[src/rtl/diagv2_test_seq.sv]
// Diagnostic test sequencer: loads, resets, runs and scores each test program on a core.
// Optional RUN watchdog is enabled by defining DIAGV2_SEQ_TIMEOUT_EN.
module diagv2_test_seq #(
   parameter int TESTS          = 50,
   parameter int RESET_CYCLES   = 4,
   parameter int TIMEOUT_CYCLES = 100000
) (
   input  logic        clk,
   input  logic        reset,
   input  logic        start,
   input  logic        ecall,
   input  logic [63:0] syscall_num,
   input  logic [63:0] syscall_arg,
   input  logic        load_ack,
   output logic        load_req,
   output logic [6:0]  load_idx,
   output logic        core_reset,
   output logic        core_halt,
   output logic        bad_ecall,
   output logic [6:0]  pass_cnt,
   output logic [6:0]  fail_cnt,
   output logic        done
);

   localparam logic [2:0] S_IDLE = 3'd0;
   localparam logic [2:0] S_LOAD = 3'd1;
   localparam logic [2:0] S_RST  = 3'd2;
   localparam logic [2:0] S_RUN  = 3'd3;
   localparam logic [2:0] S_EVAL = 3'd4;
   localparam logic [2:0] S_DONE = 3'd5;

   localparam logic [63:0] EXIT_NUM = 64'd93;
   localparam logic [6:0]  LAST_IDX = 7'(TESTS - 1);
   localparam logic [3:0]  RST_LAST = 4'(RESET_CYCLES - 1);

   logic [2:0] state_q, state_d;
   logic [3:0] rst_cnt_q, rst_cnt_d;
   logic [6:0] load_idx_q, load_idx_d;
   logic [6:0] pass_cnt_q, pass_cnt_d;
   logic [6:0] fail_cnt_q, fail_cnt_d;
   logic       load_req_q, load_req_d;
   logic       core_reset_q, core_reset_d;
   logic       core_halt_q, core_halt_d;
   logic       bad_ecall_q, bad_ecall_d;
   logic       done_q, done_d;
   logic       timeout;

`ifdef DIAGV2_SEQ_TIMEOUT_EN
   localparam int WD_W = $clog2(TIMEOUT_CYCLES + 1);
   logic [WD_W-1:0] wd_q, wd_d;
`endif

   always_comb begin
      state_d     = state_q;
      rst_cnt_d   = rst_cnt_q;
      load_idx_d  = load_idx_q;
      pass_cnt_d  = pass_cnt_q;
      fail_cnt_d  = fail_cnt_q;
      bad_ecall_d = 1'b0;
`ifdef DIAGV2_SEQ_TIMEOUT_EN
      wd_d        = wd_q;
      timeout     = (wd_q == WD_W'(TIMEOUT_CYCLES - 1));
`else
      timeout     = 1'b0;
`endif
      case (state_q)
         S_IDLE, S_DONE: begin
            if (start) begin
               state_d    = S_LOAD;
               load_idx_d = 7'd0;
               pass_cnt_d = 7'd0;
               fail_cnt_d = 7'd0;
            end
         end
         S_LOAD: begin
            if (load_ack) begin
               state_d   = S_RST;
               rst_cnt_d = 4'd0;
            end
         end
         S_RST: begin
            if (rst_cnt_q == RST_LAST) begin
               state_d = S_RUN;
`ifdef DIAGV2_SEQ_TIMEOUT_EN
               wd_d    = '0;
`endif
            end else begin
               rst_cnt_d = rst_cnt_q + 4'd1;
            end
         end
         S_RUN: begin
            // The syscall registers are consumed at the ecall edge itself; an ecall wins over a timeout.
            if (ecall) begin
               state_d = S_EVAL;
               if (syscall_num == EXIT_NUM) begin
                  if (syscall_arg == 64'd0) pass_cnt_d = pass_cnt_q + 7'd1;
                  else                      fail_cnt_d = fail_cnt_q + 7'd1;
               end else begin
                  fail_cnt_d  = fail_cnt_q + 7'd1;
                  bad_ecall_d = 1'b1;
               end
            end else if (timeout) begin
               state_d    = S_EVAL;
               fail_cnt_d = fail_cnt_q + 7'd1;
            end else begin
`ifdef DIAGV2_SEQ_TIMEOUT_EN
               wd_d = wd_q + 1'b1;
`endif
            end
         end
         S_EVAL: begin
            if (load_idx_q == LAST_IDX) begin
               state_d = S_DONE;
            end else begin
               state_d    = S_LOAD;
               load_idx_d = load_idx_q + 7'd1;
            end
         end
         default: state_d = S_IDLE;
      endcase

      // Outputs are registered from the next state so they line up with the state they describe.
      load_req_d   = (state_d == S_LOAD);
      core_reset_d = !((state_d == S_RUN) || (state_d == S_EVAL));
      core_halt_d  = !((state_d == S_RST) || (state_d == S_RUN));
      done_d       = (state_d == S_DONE);
   end

   always_ff @(posedge clk) begin
      if (reset) begin
         state_q      <= S_IDLE;
         rst_cnt_q    <= 4'd0;
         load_idx_q   <= 7'd0;
         pass_cnt_q   <= 7'd0;
         fail_cnt_q   <= 7'd0;
         load_req_q   <= 1'b0;
         core_reset_q <= 1'b1;
         core_halt_q  <= 1'b1;
         bad_ecall_q  <= 1'b0;
         done_q       <= 1'b0;
`ifdef DIAGV2_SEQ_TIMEOUT_EN
         wd_q         <= '0;
`endif
      end else begin
         state_q      <= state_d;
         rst_cnt_q    <= rst_cnt_d;
         load_idx_q   <= load_idx_d;
         pass_cnt_q   <= pass_cnt_d;
         fail_cnt_q   <= fail_cnt_d;
         load_req_q   <= load_req_d;
         core_reset_q <= core_reset_d;
         core_halt_q  <= core_halt_d;
         bad_ecall_q  <= bad_ecall_d;
         done_q       <= done_d;
`ifdef DIAGV2_SEQ_TIMEOUT_EN
         wd_q         <= wd_d;
`endif
      end
   end

   assign load_req   = load_req_q;
   assign load_idx   = load_idx_q;
   assign core_reset = core_reset_q;
   assign core_halt  = core_halt_q;
   assign bad_ecall  = bad_ecall_q;
   assign pass_cnt   = pass_cnt_q;
   assign fail_cnt   = fail_cnt_q;
   assign done       = done_q;

endmodule

[config.mk]
export PLATFORM = sky130hd
export DESIGN_NAME = diagv2_test_seq
export DESIGN_NICKNAME = d
export VERILOG_FILES = /design/src/rtl/diagv2_test_seq.sv
export SDC_FILE = /design/constraint.sdc
export NUM_CORES = 1
export LEC_CHECK = 0
export ABC_AREA = 0
export BUFFER_PORTS_ARGS = -buffer_cell sky130_fd_sc_hd__clkbuf_2
export CAP_MARGIN = 20
export CORE_AREA = 2 2 92 94
export CTS_CLUSTER_SIZE = 14
export DETAILED_ROUTE_END_ITERATION = 10
export DIE_AREA = 0 0 94 96
export GPL_TIMING_DRIVEN = 0
export SYNTH_ARGS = -nofsm -noshare
export SYNTH_HDL_FRONTEND = slang
export SYNTH_SLANG_ARGS = --single-unit
[constraint.sdc]
create_clock -name clk -period 2.3 [get_ports clk]
set_input_delay 0.345 -clock clk [delete_from_list [all_inputs] [get_ports clk]]
set_output_delay 0.345 -clock clk [all_outputs]
set_load 0.02 [all_outputs]
==> results of run 1 <==
==> critical path, delay by kind of cell, from the launching register on <==
kind                   cells  cell delay [ps]
DFF                        1              370
AOI/OAI and AO/OA          4              810
buffers and inverters      3              830
==> Yosys cell counts (3+ instances only) <==
cell type,n,area (um^2)
dfxtp_1,33,661
nor4_1,32,200
nor2_1,22,82.6
nand2_1,21,78.8
nand3_1,20,100
a21oi_1,14,70.1
nand4_1,10,62.6
inv_1,8,30.0
nor3_1,7,35.0
xnor2_1,7,61.3
clkbuf_1,6,22.5
o21ai_0,6,30.0
a31oi_1,5,31.3
ha_1,5,62.6
and2_1,4,25.0
mux2i_1,4,40.0
nor4_2,4,50.1
nor4_4,4,85.1
nor4b_1,4,35.0
o211ai_1,4,30.0
and3_1,3,18.8
nand3b_1,3,22.5
nor4bb_1,3,30.0
==> report_power, final <==
part           internal (mW)  switching, mW
sequential             0.579        0.00824
clock                  0.237          0.203
combinational          0.121          0.118
total                  0.938          0.330
==> final cells by class <==
type	instances	area [um^2]	area share, %
plain buffers	8	33.8	1.08
inverters	10	37.5	1.20
well taps	105	131	4.19
multi-input cells	213	1390	44.4
clock buffers	7	86.3	2.76
flip-flops and latches	33	661	21.1
repair buffers	158	791	25.2
==> routing by layer <==
layer  up-vias  part of all wire [%]
met5         -                     0
met4         0                   2.0
met3        10                   9.2
met2       124                    49
met1      1211                    40
li1       1355                     -
==> how the worst max path moves through the flow <==
stage               startpoint     endpoint  slack (ps)  depth (start not counted)
2_1_floorplan  syscall_num[25]  pass_cnt[4]         360                          6
4_1_cts             state_q[1]  fail_cnt[1]          70                          7
5_1_grt             state_q[1]  fail_cnt[0]          40                          7
3_3_place_gp   syscall_arg[19]  fail_cnt[6]         -40                          7
3_5_place_dp   syscall_arg[19]  fail_cnt[6]        -100                          7
6_report            state_q[1]  fail_cnt[1]         220                          7
==> per-stage QoR <==
step | hold slack, ps | worst slack (ps) | util [%] | std cells | TNS, ps
finish | 334 | 220 | 38.9 | 534 | 0
global route | 347 | 37.5 | 38.9 | 534 | 0
CTS | 331 | 74.8 | 38.9 | 535 | 0
detailed placement | 463 | -99.5 | 37.9 | 528 | -156
global placement | 450 | -43.9 | 37.9 | 528 | -43.9
floorplan | 451 | 356 | - | 265 | 0
==> timing repair <==
action | 4_1_cts | 5_1_grt
buffers inserted | 0 | 0
gates resized for setup | 0 | 2
setup endpoints to repair | 0 | 10
==> cells by family (layout without fill, tap and decap cells) <==
| kind of cell | Yosys count | count (layout) | synth area share, % |
|---|---|---|---|
| muxes | 4 | 4 | 1.88 |
| adders and majority gates | 5 | 5 | 2.94 |
| buffers and inverters | 19 | 183 | 3.47 |
| xor gates and xnor gates | 8 | 8 | 3.29 |
| DFF | 33 | 33 | 31.1 |
| and+or+nand+nor | 152 | 152 | 44.2 |
| AOI/OAI and AO/OA | 44 | 44 | 13.1 |
==> registers in the layout (all words and copies together) (netlist names) <==
signal      flops
bad_ecall       1
core_halt       1
core_reset      1
done            1
fail_cnt        7
load_idx        7
load_req        1
pass_cnt        7
rst_cnt_q       4
state_q         3
==> flow_metrics.env, run 1 <==
export IMPL_status="completed"
export IMPL_ff2ff_setup_slack_ps=220
export IMPL_ys_seq_area_share_pct=31.1
export IMPL_globalRouteTotalUtil_pct=16.1
export IMPL_portBuffers=158
export IMPL_power_density_nw_per_um2=405
export IMPL_rr_startpoint="state_q[1]"
export IMPL_tightestPinTransition_ps=476
export IMPL_antenna_found_initial=0
export IMPL_grt_use_met2_pct=28.9
export IMPL_drv_cap=0
export IMPL_grt_pass1_wl_mm=11.5
export IMPL_num_vias=2700
export IMPL_synth_cells=265
export IMPL_max_freq_ghz=0.481
export IMPL_fin_crit_ps=2080
export IMPL_nets=567
export IMPL_whs_path_depth=3
export IMPL_reg2regPathDepth=7
export IMPL_place_area_um2=3050
export IMPL_clk_path_buf_depth=2
export IMPL_clkLatencyLatePin_ps=280
export IMPL_syn_num_nets=403
export IMPL_cts_htree_levels=2
export IMPL_via_per_inst=5.06
export IMPL_slowest_delay_ps=390
export IMPL_tritoncts_num_buffers=5
export IMPL_worstPathArrival_ps=2290
export IMPL_rsz0062_at_grt="false"
export IMPL_layout_commonest_cell="clkbuf_2"
export IMPL_drive_above_1_share_pct=42.2
export IMPL_final_max_slew_viol_count=0
export IMPL_leakagePower_nw=1.39
export IMPL_slew_headroom_pct=68.1
export IMPL_worst_path_max_delay_cell="clkbuf_1"
export IMPL_area_delta_synth_final_pct=47.3
export IMPL_final_cell_mix="clkbuf_2 (159), dfxtp_1 (33), nor4_1 (32), nor2_1 (22), nand2_1 (21)"
export IMPL_synth_area_um2=2130
export IMPL_clock_skew_ps=6.00
export IMPL_wl_per_cell_um=13.8
export IMPL_worstPathMaxFanout=10
export IMPL_gr_usage_met3_pct=5.40
export IMPL_die_width_um=94
export IMPL_synth_warnings=0
export IMPL_num_fill_cells=865
export IMPL_cts_tree="done"
export IMPL_drt_iter0_drc=115
export IMPL_firstDrtPassIters=4
export IMPL_ant_nets=0
export IMPL_setup_viol=0
export IMPL_ctsHoldBuffers=0
export IMPL_core_rowCount=33
export IMPL_drt_wl_total_mm=7.34
export IMPL_hp_class="in -> reg"
export IMPL_grt_pass1_vias=2596
export IMPL_clockRootBuffer="clkbuf_8"
export IMPL_antenna_cells=0
export IMPL_grt_util_met1_pct=18.0
export IMPL_cp_required_ps=2510
export IMPL_drc=0
export IMPL_routabilityCongestion=0.830
export IMPL_finalHoldViolations=0
export IMPL_synthArstFlopShare_pct=0
export IMPL_cp_cell_sequence="clkbuf_1 > inv_2 > a31o_2 > a31oi_1 > clkbuf_2 > a21oi_1 > o2bb2ai_1"
export IMPL_irDropWorstVdd_mv=0.216
export IMPL_cp_start_kind="flop"
export IMPL_r2r_end="fail_cnt[1]"
export IMPL_cp_end_kind="flop"
export IMPL_path_class="reg -> reg"
export IMPL_worstHoldStart="reset"
export IMPL_dieArea_um2=9020
export IMPL_fin_crit_sh_pct=90.4
export IMPL_initial_utilization_pct=26.4
export IMPL_synth_area_per_cell_um2=8.03
export IMPL_yosysUniqueCellTypes=49
export IMPL_finalInstanceArea_um2=3130
export IMPL_min_to="core_reset"
export IMPL_synth_edf_count=0
export IMPL_cts_sinks=33
export IMPL_synthFlopType="dfxtp_1"
export IMPL_power_mw=1.27
export IMPL_die_y_um=96
export IMPL_top_usage_layer="met2"
export IMPL_ios=159
export IMPL_clkTransAtPathRegs_ps=60
export IMPL_core_um2=8050
export IMPL_grt_overflow=0
export IMPL_ys_ff_latch=33
export IMPL_grt_max_degree=11
export IMPL_post_dp_hpwl_mm=6.28
Note: power is estimated with default switching activity, not from simulation.
==> inputs of run 2 (changes only) <==
--- a/config.mk
+++ b/config.mk
@@ -6,7 +6,7 @@
 export NUM_CORES = 1
 export LEC_CHECK = 0
 export ABC_AREA = 0
-export BUFFER_PORTS_ARGS = -buffer_cell sky130_fd_sc_hd__clkbuf_2
+export BUFFER_PORTS_ARGS = -buffer_cell sky130_fd_sc_hd__buf_2
 export CAP_MARGIN = 20
 export CORE_AREA = 2 2 92 94
 export CTS_CLUSTER_SIZE = 14
==> constraint.sdc (replaced) <==
create_clock -name clk -period 1.9 [get_ports clk]
set_input_delay 0.285 -clock clk [delete_from_list [all_inputs] [get_ports clk]]
set_output_delay 0.285 -clock clk [all_outputs]
set_load 0.02 [all_outputs]
==> flow_metrics.env, run 2 (synthesized netlist as in run 1, its figures left out) <==
export IMPL_pwr_share_comb_pct=19.9
export IMPL_p_sw_uw=422
export IMPL_worstHoldStart="reset"
export IMPL_r2r_end="load_idx[4]"
export IMPL_pwr_share_seq_pct=45.4
export IMPL_sw_frac_of_total_pct=26.9
export IMPL_grt_max_degree=11
export IMPL_setup_viol=0
export IMPL_clkLatencyLatePin_ps=290
export IMPL_nets=572
export IMPL_whs_path_depth=3
export IMPL_layout_commonest_cell="buf_2"
export IMPL_cts_tree="done"
export IMPL_post_dp_hpwl_mm=6.27
export IMPL_min_to="core_reset"
export IMPL_cp_start_kind="flop"
export IMPL_ctsHoldBuffers=0
export IMPL_cts_sinks=33
export IMPL_p_clk_share_pct=34.7
export IMPL_drt_iter0_drc=114
export IMPL_dieArea_um2=9020
export IMPL_cp_required_ps=2080
export IMPL_grt_pass1_wl_mm=11.5
export IMPL_cts_htree_levels=2
export IMPL_grt_pass1_vias=2548
export IMPL_internal_power_mw=1.15
export IMPL_tightestPinTransition_ps=479
export IMPL_drv_cap=0
export IMPL_dp_cells=528
export IMPL_tritoncts_num_buffers=5
export IMPL_drc=0
export IMPL_clkTransAtPathRegs_ps=60
export IMPL_cp_end_kind="flop"
export IMPL_irDropWorstVdd_mv=0.322
export IMPL_wl_per_cell_um=14.2
export IMPL_core_rowCount=33
export IMPL_portBuffers=158
export IMPL_final_cell_mix="buf_2 (158), dfxtp_1 (31), nor4_1 (29), nor2_1 (22), nand2_1 (21)"
export IMPL_ff2ff_setup_slack_ps=110
export IMPL_grt_overflow=0
export IMPL_num_vias=2749
export IMPL_ant_nets=0
export IMPL_initial_utilization_pct=26.4
export IMPL_max_freq_ghz=0.560
export IMPL_clock_skew_ps=9.89
export IMPL_power_density_nw_per_um2=472
export IMPL_final_util_pct=41.3
export IMPL_slew_headroom_pct=68.0
export IMPL_worstPathMaxFanout=7
export IMPL_ff_latch_area_um2=663
export IMPL_die_y_um=96
export IMPL_routabilityCongestion=0.847
export IMPL_finalHoldViolations=0
export IMPL_place_ws_ps=-420
export IMPL_fin_crit_ps=1790
export IMPL_firstDrtPassIters=4
export IMPL_die_width_um=94
export IMPL_leakagePower_nw=1.45
export IMPL_fin_ws_ps=114
export IMPL_rr_startpoint="load_idx[1]"
export IMPL_clockRootBuffer="clkbuf_8"
export IMPL_hp_class="in -> reg"
export IMPL_worstPathArrival_ps=1960
export IMPL_ios=159
export IMPL_core_um2=8050
export IMPL_antenna_found_initial=1
export IMPL_multi_input_area_um2=1520
export IMPL_final_max_slew_viol_count=0
export IMPL_clk_path_buf_depth=2
export IMPL_status="completed"
export IMPL_path_class="reg -> reg"
export IMPL_reg2regPathDepth=8
export IMPL_area_delta_synth_final_pct=56.2
export IMPL_drt_wl_total_mm=7.66
export IMPL_fin_crit_sh_pct=94.0
export IMPL_stdcell_count=540
export IMPL_num_fill_cells=838
export IMPL_fin_setup_tns_ps=0
export IMPL_globalRouteTotalUtil_pct=16.2
export IMPL_drive_above_1_share_pct=47.2
export IMPL_via_per_inst=5.09
==> run 2: final cells by class <==
cell class              count  area share [%]
flip-flops and latches     33            20.0
plain buffers               8            1.62
multi-input cells         213            45.6
repair buffers            163            25.0
inverters                  10            1.13
clock buffers               7            2.60
diodes                      1          0.0753
well taps                 105            3.95
==> run 2: layer usage <==
layer,routed length (um),part of all wire (%),vias to the layer above,track usage (%)
li1,-,-,1366,-
met1,3070,40,1255,18.4
met2,3780,49,114,29.0
met3,640,8.4,14,4.86
met4,176,2.3,0,5.56
met5,0,0,-,0
==> run 2: metrics by stage <==
step                      power [mW]  area, um^2  hold WS (ps)
final                           1.57        3320           264
after global routing            1.65        3320           268
after CTS                       1.56        3170           275
after detailed placement        1.02        3050           474
after global placement          1.01        3050           446
after floorplan                0.826        2130           407
==> run 2: critical path, stage by stage, from the launching register on <==
cell,delay [ps]
dfxtp_2,360
inv_1,50
ha_1,170
nor4b_4,130
a311oi_2,340
a31oi_4,100
nor4bb_4,320
xnor2_1,150
nor2_1,50
==> run 2: what timing repair did <==
item,in CTS,in global routing
endpoints found under the hold margin,0,0
buffers inserted,3,2
endpoints found under the setup margin,25,25
cloned,0,0
pin swaps,3,10
resized for setup,7,28
==> run 2: worst max path at each step <==
stage / start / to / slack (ps)
CTS: load_idx[1] / load_idx[1] / 0.8
global route: syscall_num[57] / pass_cnt[2] / -20
floorplan: syscall_num[25] / pass_cnt[4] / 20
finish: load_idx[1] / load_idx[4] / 110
global placement: syscall_arg[19] / fail_cnt[6] / -400
detailed placement: syscall_arg[19] / fail_cnt[6] / -420
==> run 2: power by group through the flow <==
stage                     Clock [mW]  Sequential [mW]  Combinational (mW)
after detailed placement           0            0.721               0.295
final                          0.544            0.712               0.313
after floorplan                    0            0.726               0.100
after CTS                      0.560            0.710               0.294
after global placement             0            0.721               0.292
after global routing           0.591            0.713               0.345
